**src/rtl/fifo_bh_pkg.sv**
```systemverilog
// Shared widths and state encoding for the fifo_bh read-side drainer.
// Beat geometry is derived from the word and beat widths.
package fifo_bh_pkg;
  localparam int FIFO_DATA_WIDTH = 66;
  localparam int OUT_WIDTH       = 11;
  localparam int BEATS           = FIFO_DATA_WIDTH / OUT_WIDTH;
  localparam int BEAT_CNT_WIDTH  = $clog2(BEATS);

  localparam logic [0:0] ST_IDLE = 1'b0;
  localparam logic [0:0] ST_SEND = 1'b1;
endpackage

```
**src/rtl/fifo_bh_drain_serializer.sv**
```systemverilog
// Pops FIFO words and serializes each LSB-first into OUT_WIDTH beats
// on a valid/ready stream, chaining the next pop onto the last beat.
module fifo_bh_drain_serializer
#(
  parameter int FIFO_DATA_WIDTH = fifo_bh_pkg::FIFO_DATA_WIDTH,
  parameter int OUT_WIDTH       = fifo_bh_pkg::OUT_WIDTH,
  parameter int BEATS           = fifo_bh_pkg::BEATS,
  parameter int BEAT_CNT_WIDTH  = fifo_bh_pkg::BEAT_CNT_WIDTH,
  parameter int WORD_CNT_WIDTH  = 16
) (
  input  logic                       clk,
  input  logic                       reset,
  input  logic                       drain_en_i,
  input  logic                       fifo_empty_i,
  input  logic [FIFO_DATA_WIDTH-1:0] fifo_rdata_i,
  output logic                       fifo_rden_o,
  output logic                       out_valid_o,
  input  logic                       out_ready_i,
  output logic [OUT_WIDTH-1:0]       out_data_o,
  output logic                       out_last_o,
  output logic                       busy_o,
  output logic [WORD_CNT_WIDTH-1:0]  word_count_o
);
  import fifo_bh_pkg::ST_IDLE;
  import fifo_bh_pkg::ST_SEND;

  localparam logic [BEAT_CNT_WIDTH-1:0] LAST_BEAT =
    BEAT_CNT_WIDTH'(BEATS - 1);

  logic [0:0]                 r_state;
  logic [FIFO_DATA_WIDTH-1:0] r_shreg;
  logic [BEAT_CNT_WIDTH-1:0]  r_beat;
  logic [WORD_CNT_WIDTH-1:0]  r_wcnt;

  logic w_send;
  logic w_last;
  logic w_xfer;
  logic w_load;

  assign w_send = (r_state == ST_SEND);
  assign w_last = (r_beat == LAST_BEAT);
  assign w_xfer = w_send & out_ready_i;

  // Empty guard lives here: the FIFO itself does not block underflow.
  assign w_load = ~reset & drain_en_i & ~fifo_empty_i &
                  (~w_send | (w_xfer & w_last));

  always_ff @(posedge clk) begin
    if (reset) begin
      r_state <= ST_IDLE;
      r_shreg <= '0;
      r_beat  <= '0;
      r_wcnt  <= '0;
    end else begin
      if (w_load) begin
        r_state <= ST_SEND;
        r_shreg <= fifo_rdata_i;
        r_beat  <= '0;
      end else if (w_xfer) begin
        r_shreg <= r_shreg >> OUT_WIDTH;
        if (w_last) begin
          r_state <= ST_IDLE;
          r_beat  <= '0;
        end else begin
          r_beat <= r_beat + 1'b1;
        end
      end
      if (w_xfer & w_last)
        r_wcnt <= r_wcnt + 1'b1;
    end
  end

  assign fifo_rden_o  = w_load;
  assign out_valid_o  = w_send;
  assign busy_o       = w_send;
  assign out_data_o   = r_shreg[OUT_WIDTH-1:0];
  assign out_last_o   = w_send & w_last;
  assign word_count_o = r_wcnt;
endmodule

```
**config.mk**
```make
export PLATFORM = sky130hd
export DESIGN_NAME = fifo_bh_drain_serializer
export DESIGN_NICKNAME = d
export VERILOG_FILES = /design/src/rtl/fifo_bh_pkg.sv /design/src/rtl/fifo_bh_drain_serializer.sv
export SDC_FILE = /design/constraint.sdc
export NUM_CORES = 1
export LEC_CHECK = 0
export CAP_MARGIN = 20
export CORE_MARGIN = 5
export CORE_UTILIZATION = 43
export CTS_CLUSTER_SIZE = 28
export DETAILED_ROUTE_END_ITERATION = 12
export PLACE_DENSITY = 0.75
export SKIP_CTS_REPAIR_TIMING = 1
export SLEW_MARGIN = 25
export SYNTH_ARGS = -nofsm -noshare
export SYNTH_HDL_FRONTEND = slang
export SYNTH_SLANG_ARGS = --single-unit
```
**constraint.sdc**
```tcl
create_clock -name clk -period 2.1 [get_ports clk]
set_clock_uncertainty 0.15 [all_clocks]
set_input_delay 0.42 -clock clk [delete_from_list [all_inputs] [get_ports clk]]
set_output_delay 0.42 -clock clk [all_outputs]
set_load 0.01 [all_outputs]
```
# == Word-level counts from Yosys, hierarchy flattened ==
# Cells that the tools add are included.
# word_totals
regBits,86
output_inout_bits,31
elab_cells,27
# op_classes
addsub,2
eq_ne,1
n_mux,6
bitwise,10
reduce_logical,4
# ops
op,n
two-way mux 66 bit,2
"adder 16 x 1 -> 16 bit, second input constant",1
AND 1 bit,6
nonzero test 2 bit,2
"adder 3 x 1 -> 3 bit, second input constant",1
"equality test 3 bit, second input constant",1
two-way mux 1 bit,3
two-way mux 3 bit,1
inverter 1 bit,3
AND reduction 2 bit,1
OR reduction 2 bit,1
bitwise OR 1 bit,1

# == Depth between registers and ports, before layout ==
# depth
ltp_word,6
depth_mapped,6

# == Worst setup path after synthesis ==
# OpenSTA, ideal clock, no wires.
# synth_timing
path_kind,flip-flop to flip-flop
startpoint,"register r_wcnt[3], in the netlist word_count_o[3]"
endpoint,"register r_wcnt[15], in the netlist word_count_o[15]"
setup_ns,0.070
arrival_time_ns,1.823
required_time_ns,1.880
path_slack_ns,0.057
stages_incl_launch_ff,6
path_buffers,1
path_cell_list,dfxtp_1 -> nand4_1 -> or4_1 -> buf_2 -> or4_1 -> a21oi_1
# synth_via
elab_chain_cells,1
# synth_lines
element,line_no,rtl
from (decl),fifo_bh_drain_serializer.sv:33,logic [WORD_CNT_WIDTH-1:0] r_wcnt;
from (signal assigned),fifo_bh_drain_serializer.sv:69,r_wcnt <= r_wcnt + 1'b1;
adder 16 x 1 -> 16 bit,fifo_bh_drain_serializer.sv:69,
# Every way passes these cells.
# A chain may end at the register's enable or synchronous reset.

# == Worst setup path in the final report ==
# layout_timing
startpoint,input drain_en_i
endpoint,output fifo_rden_o
# layout_via
elab_chain_cells,3
# layout_lines
element,line_no,rtl
from (decl),fifo_bh_drain_serializer.sv:13,"input logic drain_en_i,"
AND 1 bit (3 in a row),fifo_bh_drain_serializer.sv:45,assign w_load = ~reset & drain_en_i & ~fifo_empty_i &
to (decl),fifo_bh_drain_serializer.sv:16,"output logic fifo_rden_o,"
# Every way passes these cells.

==> metrics.cfg <==
[logic_synthesis]
async_flop_share_pct = 0
synth_top_family_by_area = compound AO/OA/AOI/OAI gates
synth-seq-cells = 86
syn-mean-instance-area_um2 = 9.38
netlist_area_um2 = 3730
syn_inst = 398
synth.mux.area_fraction_pct = 15.3
synth.area.top_cells = dfxtp_1 (46%), mux2i_1 (15%), a211oi_1 (11%)
yosysWarnings = 0
yosysSeqAreaShare_pct = 46.1
yosys_most_used_dff = dfxtp_1
yosysTopAreaCell = dfxtp_1
synth_xor_xnor_area_share_pct = 2.35
synth-simple-area-share_pct = 13.8
yosysUniqueCellTypes = 33
synth_top_area_share_pct = 46.1
syn-num-nets = 470
synth_fa_ha_area_share_pct = 0.335
synth_compound_area_share_pct = 16.0
yosysMostFrequentCell = dfxtp_1
synth_common_cells = dfxtp_1 (86), nor2_1 (70), a211oi_1 (55), mux2i_1 (55), clkbuf_1 (24)
synth_edf_count = 0

[cells_and_area]
n_antenna_cell = 0
fin_area_um2 = 5100
fin_nets = 563
synthToLayoutAreaGrowth_pct = 36.7
nFillCells = 773
final_cells = 604
drive_gt1_share_pct = 10.3

[route]
routed_wl_um = 8840
wl_met2_um = 3930
viasPerCell = 5.24
final_antenna_net_count = 0
wl_per_cell_um = 14.6
highest_layer = met4
remaining_drc_errors = 0
vias = 3162
wl_met3_um = 579
drt_pre_antenna_iters = 4
wirelength_met1_um = 4200
first_iter_violations = 151

[outcome]
status = completed

[placed_design]
gp_congestion = 0.838
port_buffers = 101
place_inst = 588
place_area_um2 = 4890
hpwl_um = 6240

[floorplan]
core_um2 = 8590
start_util_pct = 43.4
rows = 34
die_area_um2 = 10600
die_h_um = 103
io_pins = 102
die-width_um = 103

[worst_setup_path]
critPathKind = input pin to primary output
critPathMaxFanout = 2
critPathArrivalTime_ns = 1.47
worstSetupStartpointType = input pin
crit_path_end_kind = primary output
crit_required_ns = 1.53

[timing]
fmax_mhz = 489
worst_slew_pin_slew_ns = 0.790
finalHoldViolations = 0
setup_viol = 0
finalCritPeriodShare_pct = 97.3
slew_headroom_pct = 47.3
slew_viol_final = 0
layout_min_cycle_time_ns = 2.04
rsz0062_at_grt = no

[clock_network]
clock_latency_ns = 0.34
htreeDepth = 3
cts-root-buf = clkbuf_8
tritoncts = yes
clk_pin_slew_worst_paths_ns = 0.08
cts-buffers-inserted = 9
clock-sinks = 86
cts_buffer_depth = 2

[min_path]
hp-class = register to register

[global_route]
grt_pass1_wl_um = 14300
grt_usage_pct = 16.8
grt_pass1_vias = 3066
antenna_found_initial = 0
grt_max_degree = 109
grt.overflow.total = 0

[pwr]
p_int_w = 0.00247
irDropWorstVdd_uv = 357
leakagePower_nw = 2.20
p_comb_share_pct = 12.5
netSwitchingPower_w = 0.000760
p_clk_share_pct = 33.4
seqPwrFrac_pct = 54.1
powerDensity_nw_per_um2 = 632
p_sw_share_pct = 23.6

[job]
drv_cap = 0

[power groups by stage]
stage               logic (W)  clock network (W)  registers [W]
floorplan            0.000208                  0        0.00177
global placement     0.000394                  0        0.00178
detailed placement   0.000402                  0        0.00178
CTS                  0.000404            0.00111        0.00174
global route         0.000436            0.00118        0.00175
finish               0.000403            0.00108        0.00174
[through the flow]
stage	utilization [%]	total power (W)	TNS [ns]	setup slack, ns	hold slack [ns]
floorplan	-	0.00197	0	0.0568	0.291
global placement	56.9	0.00217	-19.83	-0.461	0.308
detailed placement	56.9	0.00218	-22.64	-0.495	0.315
CTS	59.1	0.00326	-1.11	-0.459	0.333
global route	59.4	0.00337	0	0.00965	0.362
finish	59.4	0.00323	0	0.0563	0.334
[final cells by class]
cell class	instances	area (um2)	share of cell area (%)
clock inverters	3	17.5	0.343
well taps	108	135	2.65
repair buffers	125	1220	23.9
flip-flops and latches	86	1730	33.8
inverters	5	18.8	0.368
multi-input cells	264	1820	35.6
clock buffers	13	169	3.31
[path summary, 6_finish.rpt]
check                   start               end  slack (ns)  cells past startpoint
hold / removal    r_shreg[61]       r_shreg[61]        0.33                      1
setup / recovery   drain_en_i       fifo_rden_o        0.06                      6
hold reg to reg   r_shreg[61]       r_shreg[61]        0.33                      1
setup reg to reg    r_beat[1]  word_count_o[15]        0.13                      4
[per-layer routing]
metal	global-route usage, %	vias up
met3	3.82	12
met5	0	-
met2	25.5	91
met4	6.97	0
li1	-	1604
met1	23.1	1455
[kinds of logic (layout without fill, tap and decap cells)]
group	Yosys count	after routing
muxes	57	57
DFF	86	86
and+or+nand+nor	114	114
xor gates and xnor gates	10	10
AOI/OAI and AO/OA	82	82
adders and majority gates	1	1
buffers and inverters	48	146
[cells in the final DEF (no fill, tap or decap), types with 2 or more instances in the layout]
cell type and n:
nor2_1 70, dfxtp_1 83, nand2_1 7, mux2i_1 55, a22o_1 11, or3_1 2, dlymetal6s2s_1 2, nor2b_1 4
o31ai_1 2, nor3_1 5, a21oi_1 8, or4_1 2, mux2_2 2, nand3_1 7, clkinv_2 2, a211oi_1 55
inv_1 5, o21ai_0 4, nor4_1 3, nand4_1 3, dfxtp_2 3, buf_4 22, xnor2_1 9, clkdlybuf4s50_1 97
clkbuf_8 12
[critical path, stage by stage]
cell and delay [ns]:
clkdlybuf4s50_1 0.48, nor3b_2 0.16, buf_4 0.14, o21ai_4 0.06, inv_1 0.08, clkbuf_2 0.13
[registers in the layout, summed over array words and instances (netlist names)]
| register | count |
|---|---|
| r_shreg | 66 |
| word_count_o | 16 |
| r_beat | 3 |
| busy_o | 1 |
Note: power is estimated with default switching activity, not from simulation.
